[src/rtl/pingpong_if.sv]
// pingpong_if: sample stream, output stream, RAM port and status bundle of the ping-pong controller.
interface pingpong_if #(
    parameter int DATA_WIDTH = 32,
    parameter int ADDR_W     = 8
);
    logic                  s_valid;
    logic [DATA_WIDTH-1:0] s_data;
    logic                  s_last;
    logic                  s_ready;
    logic                  m_valid;
    logic [DATA_WIDTH-1:0] m_data;
    logic                  m_last;
    logic                  m_ready;
    logic                  ram_ena;
    logic [ADDR_W:0]       ram_addra;
    logic [DATA_WIDTH-1:0] ram_dina;
    logic                  ram_enb;
    logic [ADDR_W:0]       ram_addrb;
    logic [DATA_WIDTH-1:0] ram_doutb;
    logic [1:0]            bank_full;
    logic                  err_len;

    modport slave (
        input  s_valid, s_data, s_last, m_ready, ram_doutb,
        output s_ready, m_valid, m_data, m_last, ram_ena, ram_addra, ram_dina,
               ram_enb, ram_addrb, bank_full, err_len
    );

    modport master (
        output s_valid, s_data, s_last, m_ready, ram_doutb,
        input  s_ready, m_valid, m_data, m_last, ram_ena, ram_addra, ram_dina,
               ram_enb, ram_addrb, bank_full, err_len
    );
endinterface

[src/rtl/pingpong_ram_ctrl.sv]
// pingpong_ram_ctrl: double-buffer controller, writer fills one RAM bank while the reader drains the other.
// Define PINGPONG_BITREV_RD_EN to read each bank in bit-reversed address order.
module pingpong_ram_ctrl #(
    parameter int DATA_WIDTH = 32,
    parameter int FRAME_LEN  = 256,
    parameter int ADDR_W     = 8
) (
    input logic       clk,
    input logic       rst_n,
    pingpong_if.slave bus
);
    typedef enum logic [1:0] {R_IDLE, R_STREAM, R_DRAIN} rd_state_t;
    localparam logic [ADDR_W-1:0] PTR_LAST = ADDR_W'(FRAME_LEN - 1);

    rd_state_t         state, state_nx;
    logic              wr_bank, wr_bank_nx, rd_bank, rd_bank_nx;
    logic [ADDR_W-1:0] wr_ptr, wr_ptr_nx, rd_ptr, rd_ptr_nx, rd_addr;
    logic [1:0]        full, full_nx;
    logic              err, err_nx, valid, valid_nx, last, last_nx;
    logic              wr_fire, wr_last, adv, issue;

    assign wr_fire = bus.s_valid & ~full[wr_bank];
    assign wr_last = wr_ptr == PTR_LAST;
    assign adv     = ~valid | bus.m_ready;
    assign issue   = (state == R_STREAM) && adv;

    assign bus.s_ready   = ~full[wr_bank];
    assign bus.ram_ena   = wr_fire;
    assign bus.ram_addra = {wr_bank, wr_ptr};
    assign bus.ram_dina  = bus.s_data;
    assign bus.ram_enb   = issue;
    assign bus.ram_addrb = {rd_bank, rd_addr};
    assign bus.m_valid   = valid;
    assign bus.m_last    = last;
    assign bus.m_data    = bus.ram_doutb;
    assign bus.bank_full = full;
    assign bus.err_len   = err;

`ifdef PINGPONG_BITREV_RD_EN
    for (genvar i = 0; i < ADDR_W; i++) begin : g_rev
        assign rd_addr[i] = rd_ptr[ADDR_W-1-i];
    end
`else
    assign rd_addr = rd_ptr;
`endif

    always_comb begin
        state_nx   = state;
        wr_bank_nx = wr_bank;
        wr_ptr_nx  = wr_ptr;
        rd_bank_nx = rd_bank;
        rd_ptr_nx  = rd_ptr;
        full_nx    = full;
        err_nx     = err;
        valid_nx   = valid & ~bus.m_ready;
        last_nx    = last & ~bus.m_ready;
        if (wr_fire) begin
            wr_ptr_nx = wr_ptr + ADDR_W'(1);
            err_nx    = err | (bus.s_last != wr_last);
            if (wr_last) begin
                wr_bank_nx       = ~wr_bank;
                full_nx[wr_bank] = 1'b1;
            end
        end
        if (issue) begin
            rd_ptr_nx = rd_ptr + ADDR_W'(1);
            valid_nx  = 1'b1;
            last_nx   = rd_ptr == PTR_LAST;
        end
        // the writer only ever sets the bank it is filling, so this clear never collides with a set
        case (state)
            R_IDLE:   state_nx = full[rd_bank] ? R_STREAM : R_IDLE;
            R_STREAM: state_nx = (issue && rd_ptr == PTR_LAST) ? R_DRAIN : R_STREAM;
            R_DRAIN: begin
                if (valid && bus.m_ready && last) begin
                    full_nx[rd_bank] = 1'b0;
                    rd_bank_nx       = ~rd_bank;
                    rd_ptr_nx        = '0;
                    state_nx         = full[~rd_bank] ? R_STREAM : R_IDLE;
                end
            end
            default:  state_nx = R_IDLE;
        endcase
    end

    always_ff @(posedge clk or negedge rst_n) begin
        if (!rst_n) begin
            state   <= R_IDLE;
            wr_bank <= 1'b0;
            wr_ptr  <= '0;
            rd_bank <= 1'b0;
            rd_ptr  <= '0;
            full    <= 2'b00;
            err     <= 1'b0;
            valid   <= 1'b0;
            last    <= 1'b0;
        end else begin
            state   <= state_nx;
            wr_bank <= wr_bank_nx;
            wr_ptr  <= wr_ptr_nx;
            rd_bank <= rd_bank_nx;
            rd_ptr  <= rd_ptr_nx;
            full    <= full_nx;
            err     <= err_nx;
            valid   <= valid_nx;
            last    <= last_nx;
        end
    end
endmodule

[src/flat_wrapper.sv]
// flat-port wrapper written by rule: the top's interface ports become plain ports
module pingpong_ram_ctrl_flat 
#(
    parameter int DATA_WIDTH = 32,
    parameter int FRAME_LEN  = 256,
    parameter int ADDR_W     = 8
)
  (clk, rst_n, bus_s_valid, bus_s_data, bus_s_last, bus_m_ready, bus_ram_doutb, bus_s_ready, bus_m_valid, bus_m_data, bus_m_last, bus_ram_ena, bus_ram_addra, bus_ram_dina, bus_ram_enb, bus_ram_addrb, bus_bank_full, bus_err_len);
  pingpong_if #(.DATA_WIDTH(DATA_WIDTH), .ADDR_W(ADDR_W)) bus_i ();
  input logic clk;
  input logic rst_n;
  input wire logic [$bits(bus_i.s_valid)-1:0] bus_s_valid;
  input wire logic [$bits(bus_i.s_data)-1:0] bus_s_data;
  input wire logic [$bits(bus_i.s_last)-1:0] bus_s_last;
  input wire logic [$bits(bus_i.m_ready)-1:0] bus_m_ready;
  input wire logic [$bits(bus_i.ram_doutb)-1:0] bus_ram_doutb;
  output wire logic [$bits(bus_i.s_ready)-1:0] bus_s_ready;
  output wire logic [$bits(bus_i.m_valid)-1:0] bus_m_valid;
  output wire logic [$bits(bus_i.m_data)-1:0] bus_m_data;
  output wire logic [$bits(bus_i.m_last)-1:0] bus_m_last;
  output wire logic [$bits(bus_i.ram_ena)-1:0] bus_ram_ena;
  output wire logic [$bits(bus_i.ram_addra)-1:0] bus_ram_addra;
  output wire logic [$bits(bus_i.ram_dina)-1:0] bus_ram_dina;
  output wire logic [$bits(bus_i.ram_enb)-1:0] bus_ram_enb;
  output wire logic [$bits(bus_i.ram_addrb)-1:0] bus_ram_addrb;
  output wire logic [$bits(bus_i.bank_full)-1:0] bus_bank_full;
  output wire logic [$bits(bus_i.err_len)-1:0] bus_err_len;
  assign bus_i.s_valid = bus_s_valid;
  assign bus_i.s_data = bus_s_data;
  assign bus_i.s_last = bus_s_last;
  assign bus_i.m_ready = bus_m_ready;
  assign bus_i.ram_doutb = bus_ram_doutb;
  assign bus_s_ready = bus_i.s_ready;
  assign bus_m_valid = bus_i.m_valid;
  assign bus_m_data = bus_i.m_data;
  assign bus_m_last = bus_i.m_last;
  assign bus_ram_ena = bus_i.ram_ena;
  assign bus_ram_addra = bus_i.ram_addra;
  assign bus_ram_dina = bus_i.ram_dina;
  assign bus_ram_enb = bus_i.ram_enb;
  assign bus_ram_addrb = bus_i.ram_addrb;
  assign bus_bank_full = bus_i.bank_full;
  assign bus_err_len = bus_i.err_len;
  pingpong_ram_ctrl #(.DATA_WIDTH(DATA_WIDTH), .FRAME_LEN(FRAME_LEN), .ADDR_W(ADDR_W)) u_core (.clk(clk), .rst_n(rst_n), .bus(bus_i));
endmodule
[config.mk]
export PLATFORM = sky130hd
export DESIGN_NAME = pingpong_ram_ctrl_flat
export DESIGN_NICKNAME = d
export VERILOG_FILES = /design/src/rtl/pingpong_if.sv /design/src/rtl/pingpong_ram_ctrl.sv /design/src/flat_wrapper.sv
export SDC_FILE = /design/constraint.sdc
export NUM_CORES = 1
export LEC_CHECK = 0
export BUFFER_PORTS_ARGS = -buffer_cell sky130_fd_sc_hd__buf_2
export CAP_MARGIN = 25
export CELL_PAD_IN_SITES_DETAIL_PLACEMENT = 1
export CELL_PAD_IN_SITES_GLOBAL_PLACEMENT = 1
export CORE_UTILIZATION = 23
export CTS_CLUSTER_SIZE = 16
export DETAILED_ROUTE_END_ITERATION = 8
export GPL_TIMING_DRIVEN = 0
export PLACE_DENSITY = 0.76
export RECOVER_POWER = 100
export SLEW_MARGIN = 5
export SYNTH_ARGS = -nofsm -noshare
export SYNTH_HDL_FRONTEND = slang
export SYNTH_SLANG_ARGS = --single-unit
[constraint.sdc]
create_clock -name clk -period 1.39 [get_ports clk]
set_input_delay 0.417 -clock clk [delete_from_list [all_inputs] [get_ports clk]]
set_output_delay 0.417 -clock clk [all_outputs]
set_load 0.005 [all_outputs]
==> results of run 1 <==
==> layout make-up <==
type,count,area (µm²)
fillers,921,4701
inverters,7,26.28
well taps,99,123.9
repair buffers,110,599.3
plain buffers,69,518.0
flip-flops and latches,25,628.1
clock inverters,1,5.005
multi-input cells,85,688.2
clock buffers,3,41.29
==> cell usage after synthesis (2+ instances only) <==
cell and instances:
buf_4 67, and3_1 5, inv_1 7, o32ai_1 2
o31ai_1 2, nor4_1 2, and2_1 2, nor2b_1 2
nand2_1 4, or4_1 2, and4_1 3, ha_1 2
a21oi_1 5, dfrtp_1 25, nand3_1 7, nand4_1 8
xnor2_1 9, mux2i_1 6, nand2b_1 2, o21ai_0 7
nor2_1 5
==> routing by layer <==
metal  vias up  GRT usage, %
li1        797             -
met1       818         12.84
met2        93         20.89
met3         2         2.493
met4         0        0.8658
met5         -             0
==> stage by stage <==
step / hold WS [ns] / util, % / cell area (µm²)
finish: 0.1506 / 35.88 / 2630
global route: 0.2039 / 35.88 / 2630
CTS: 0.1550 / 35.16 / 2577
detailed placement: 0.4577 / 32.02 / 2347
global placement: 0.4442 / 32.02 / 2347
floorplan: 0.1214 / - / 1758
==> report_power, final <==
part	switching [mW]	total, mW	internal, mW
combinational	0.214	0.553	0.339
sequential	0.137	0.961	0.824
clock	0.247	0.448	0.201
total	0.598	1.96	1.36
==> kinds of logic after synthesis <==
| group | after synthesis | synth area share, % |
|---|---|---|
| AO/OA/AOI/OAI | 21 | 7.616 |
| multiplexers | 7 | 4.057 |
| AND/OR/NAND/NOR | 45 | 15.09 |
| buffers and inverters | 77 | 31.25 |
| adder cells (fa/ha/maj) | 2 | 1.423 |
| XOR/XNOR | 10 | 4.983 |
| flip-flops | 25 | 35.59 |
==> final timing paths <==
| path | from | cells past startpoint | endpoint |
|---|---|---|---|
| min in group clk | bus_m_ready | 2 | u_core.bus.m_last |
| max | u_core.wr_bank | 5 | bus_ram_ena |
| max reg2reg | u_core.wr_bank | 6 | u_core.bus.bank_full[1] |
| min reg2reg | u_core.bus.err_len | 1 | u_core.bus.err_len |
| min | rst_n | 1 | u_core.rd_addr[0] |
| max in group asynchronous | rst_n | 1 | u_core.rd_bank |
==> layout by cell type (no fill, tap or decap), types with 2 or more instances in the layout <==
| cell | n |
|---|---|
| nor2_1 | 3 |
| or4_4 | 2 |
| buf_4 | 46 |
| buf_2 | 40 |
| buf_6 | 13 |
| nand3_1 | 5 |
| o32ai_1 | 2 |
| inv_1 | 6 |
| dfrtp_1 | 23 |
| mux2i_1 | 5 |
| clkbuf_1 | 48 |
| nand2_1 | 3 |
| nand4_1 | 8 |
| nand3_2 | 2 |
| clkbuf_8 | 3 |
| dfrtp_2 | 2 |
| and4_1 | 3 |
| nor2_4 | 2 |
| clkbuf_4 | 30 |
| o21ai_0 | 7 |
| ha_1 | 2 |
| xnor2_1 | 9 |
| and3_1 | 5 |
| a21oi_2 | 4 |
| o31ai_1 | 2 |
==> state kept, by name (all words and copies together), names as in the netlist <==
signal	count
u_core.wr_bank	1
u_core.rd_bank	1
u_core.bus.m_last	1
u_core.rd_addr	8
u_core.wr_ptr	8
u_core.state	2
u_core.bus.bank_full	2
u_core.bus.err_len	1
u_core.bus.m_valid	1
==> what timing repair did <==
item | in CTS | in global routing
pin swaps | 6 | 5
hold buffers | 0 | 0
buffers inserted | 13 | 5
gates resized for setup | 25 | 22
endpoints found under the setup margin | 16 | 26
==> results.txt, run 1 <==
Setup TNS: -2.878 ns
Hold crit path type: input pin to async pin
M1 WL: 1.871 mm
Hold Vio Cnt, Final: 0
Yosys Warn Count: 0
Largest cells by area after synthesis: dfrtp_1 (36%), buf_4 (29%), xnor2_1 (4.5%), mux2i_1 (3.4%), nand4_1 (2.8%)
Die width: 89.43 µm
Htree depth: 1
Critical Path End Type: primary output
Crit-path cells: mux2i_2, buf_4, nand2_4, inv_2, buf_6
CTS Buf Count: 3
Vias in the first global route: 1,485
Final min period: 1.731 ns
Status: complete, but fails checks
Crit share post-route: 124.5%
RSZ-0062 raised after global routing: yes
Clock Root Buffer: clkbuf_8
Final worst slack: -0.3410 ns
Tot GR Track Use: 10.92%
Router iterations before antenna repair: 2
# clock sinks: 25
Max-slew violation count: 0
Placed cells: 379
Reg2Reg Setup Slack: -0.23 ns
Final Non-Filler Cells: 399
Cell count after synthesis: 187
Overall Power: 1.962 mW
WS Path Type: flop to primary output
Slowest CP cell: dfrtp_1
FP Rows: 31
Io pins: 159
Setup Slack @ Placement: -0.2407 ns
Netlist cell types: 34
Layout cells sized above 1: 52.67%
RD Place Congestion: 0.7419
Die Ht: 89.43 µm
Worst Skew: 0.01084 ns
Post-synth EDFFs: 0
WL final: 4.975 mm
Slew headroom: 55.60%
Met2 Wirelength: 2.718 mm
# setup viols final: 17
Iter 0 DRT Violations: 18
Pwr dens: 746.1 nW/µm²
Post-synth top flop: dfrtp_1
Critical Path Start Type: flop
Met3 Wirelength: 381 µm
Clk slew on worst S/H paths: 0.10 ns
Count of input and output buffers: 93
Antenna cells: 0
Die area: 7997 µm²
Crit-path leading delay family: flip-flops
Yosys top cell area share: 35.59%
Avg Cell Area, Syn: 9.401 µm²
DR DRC count: 0
Max FO, Critical Path: 2
Vias/cell: 4.286
#FFs+latches synth: 25
Antenna-violating nets left: 0
Largest net degree at the start of global routing: 26
WP buf/inv: 3
Crit path DAT: 1.31 ns
F_max: 577.7 MHz
Cell area after synthesis: 1758 µm²
Initial antenna violation count: 0
Via count: 1,710
Largest stage delay, worst path: 0.40 ns
Starting density of the core: 23.98%
Failing checks: negative setup slack
Overflow left after global routing: 0
Highest routed layer: met4
Final HPWL DP: 3.468 mm
Mapped Nets: 258
Async SR Flop Fraction: 100.0%
Maxcap violations: 0
Worst Tran Pin Value: 0.6660 ns
Static Leak: 1.244 nW
Global-route wire length before repair: 6.775 mm
DR WL/cell: 12.47 µm
Clock tree from TritonCTS: yes
CP required: 0.97 ns
Deepest clock path buffer count: 2
Area growth syn-to-layout: 49.61%
Clock Latency Late Sink: 0.27 ns
Max VDD drop: 0.0005229 V
Leading area contributor after synthesis: dfrtp_1
Nets@finish: 372
Sequential share of the synthesized area: 35.59%
Core area: 7331 µm²
(Power assumes the default switching activity.)
==> run 2: changes to the inputs <==
- BUFFER_PORTS_ARGS: -buffer_cell sky130_fd_sc_hd__buf_2 -> not set
- CORE_UTILIZATION: 23 -> 38
- DONT_BUFFER_PORTS: not set -> 1
- PLACE_DENSITY: 0.76 -> 0.73
==> results.txt, run 2 (synthesis results as in run 1) <==
DR WL/cell: 17.31 µm
Layout cells sized above 1: 54.29%
Most frequent cells in the layout: clkbuf_4 (64), dfrtp_1 (21), buf_4 (12)
Reg2Reg Setup Slack: -0.14 ns
Commonest non-fill, non-tap cell in the layout: clkbuf_4
Antenna cells: 0
Pwr dens: 870.4 nW/µm²
Final Non-Filler Cells: 262
Critical Path Start Type: flop
Critical Path End Type: primary output
Overflow left after global routing: 0
# setup viols final: 11
Core area: 4414 µm²
Die area: 4902 µm²
Router iterations before antenna repair: 4
Hold depth: 1
Vias/cell: 5.313
Max-slew violation count: 0
Highest routed layer: met4
Clock Latency Late Sink: 0.28 ns
Die Ht: 70.02 µm
Initial antenna violation count: 0
WL final: 4.536 mm
Worst-case reg-to-reg path depth: 6
Area growth syn-to-layout: 22.85%
Met3 Wirelength: 397 µm
Slew headroom: 56.57%
CTS Buf Count: 3
Largest net degree at the start of global routing: 26
Clock Root Buffer: clkbuf_8
# clock sinks: 25
Max FO, Critical Path: 5
Reg2reg start: u_core.wr_bank
Final worst slack: -0.2485 ns
Hold crit path type: input pin to flop
Global-route wire length before repair: 6.748 mm
WS Path Type: flop to primary output
Starting density of the core: 39.82%
Deepest clock path buffer count: 2
Final min period: 1.639 ns
Met2 Wirelength: 2.654 mm
RD Place Congestion: 0.7505
Worst r2r dst: u_core.wr_ptr[1]
F_max: 610.3 MHz
Final Util: 48.92%
RSZ-0062 raised after global routing: yes
Vias in the first global route: 1,435
Crit path DAT: 1.22 ns
Setup Slack @ Placement: -0.1372 ns
Clk slew on worst S/H paths: 0.09 ns
Final HPWL DP: 3.180 mm
Max VDD drop: 0.0006742 V
Via count: 1,392
Worst Tran Pin Value: 0.6514 ns
DR DRC count: 0
FILL cells: 503
Htree depth: 1
Crit share post-route: 117.9%
Hold Crit Endpoint: u_core.bus.m_last
Antenna-violating nets left: 0
Count of input and output buffers: 0
Hold Vio Cnt, Final: 0
Io pins: 159
Tot GR Track Use: 17.27%
Clock tree from TritonCTS: yes
Failing checks: negative setup slack
Min-delay src: bus_m_ready
Maxcap violations: 0
M1 WL: 1.457 mm
Placed cells: 239
CP required: 0.97 ns
Static Leak: 0.9845 nW
Worst Skew: 0.005138 ns
Status: complete, but fails checks
Nets@finish: 282
Die width: 70.02 µm
Overall Power: 1.880 mW
Iter 0 DRT Violations: 48
FP Rows: 24
-- run 2: layer usage --
metal	global-route usage, %	vias to the layer above
li1	-	620
met1	16.33	678
met2	34.08	90
met3	7.359	4
met4	3.333	0
met5	0	-
-- run 2: final cells by class --
class                           instances  area (µm²)  area share (%)
Buffer                                 69       514.2           23.81
Clock buffer                            4       45.04           2.086
Inverter                                7       26.28           1.217
Multi-Input combinational cell         85       709.4           32.85
Sequential cell                        25       630.6           29.20
Tap cell                               52       65.06           3.013
Timing Repair Buffer                   20       168.9           7.822
-- run 2: power by group --
group          internal (mW)  total (mW)  switching [mW]
combinational          0.276       0.440           0.164
clock                  0.206       0.454           0.248
sequential             0.827       0.986           0.159
total                   1.31        1.88           0.571
-- run 2: metrics by stage --
step,instance area (µm²),hold slack (ns),TNS (ns)
4_1_cts,2086,0.2371,-0.6865
3_3_place_gp,1823,0.1219,-0.3517
3_5_place_dp,1823,0.1219,-0.6665
2_1_floorplan,1758,0.1214,0
6_report,2160,0.2551,-0.8693
5_1_grt,2160,0.2489,-2.078
-- run 2: timing repair --
item / 4_1_cts / 5_1_grt
endpoints found under the setup margin: 15 / 18
hold endpoints to repair: 25 / 0
pin swaps: 10 / 6
cloned: 1 / 0
setup buffers: 12 / 5
gates resized for setup: 27 / 18
hold buffers: 2 / 0
-- run 2: worst max-delay path, stage by stage (launching register included) --
cell,delay [ns]
dfrtp_1,0.42
mux2i_4,0.26
buf_6,0.15
nand2_4,0.05
inv_2,0.07
-- run 2: worst max path at each step --
stage	slack [ns]	startpoint	to	cells past startpoint
global placement	-0.12	u_core.wr_bank	bus_ram_ena	4
CTS	-0.27	u_core.bus.bank_full[1]	bus_ram_ena	4
finish	-0.25	u_core.wr_bank	bus_ram_ena	4
detailed placement	-0.14	u_core.wr_ptr[0]	u_core.bus.bank_full[1]	4
floorplan	0.003	u_core.wr_ptr[0]	u_core.bus.err_len	4
global route	-0.31	u_core.wr_bank	bus_ram_ena	4
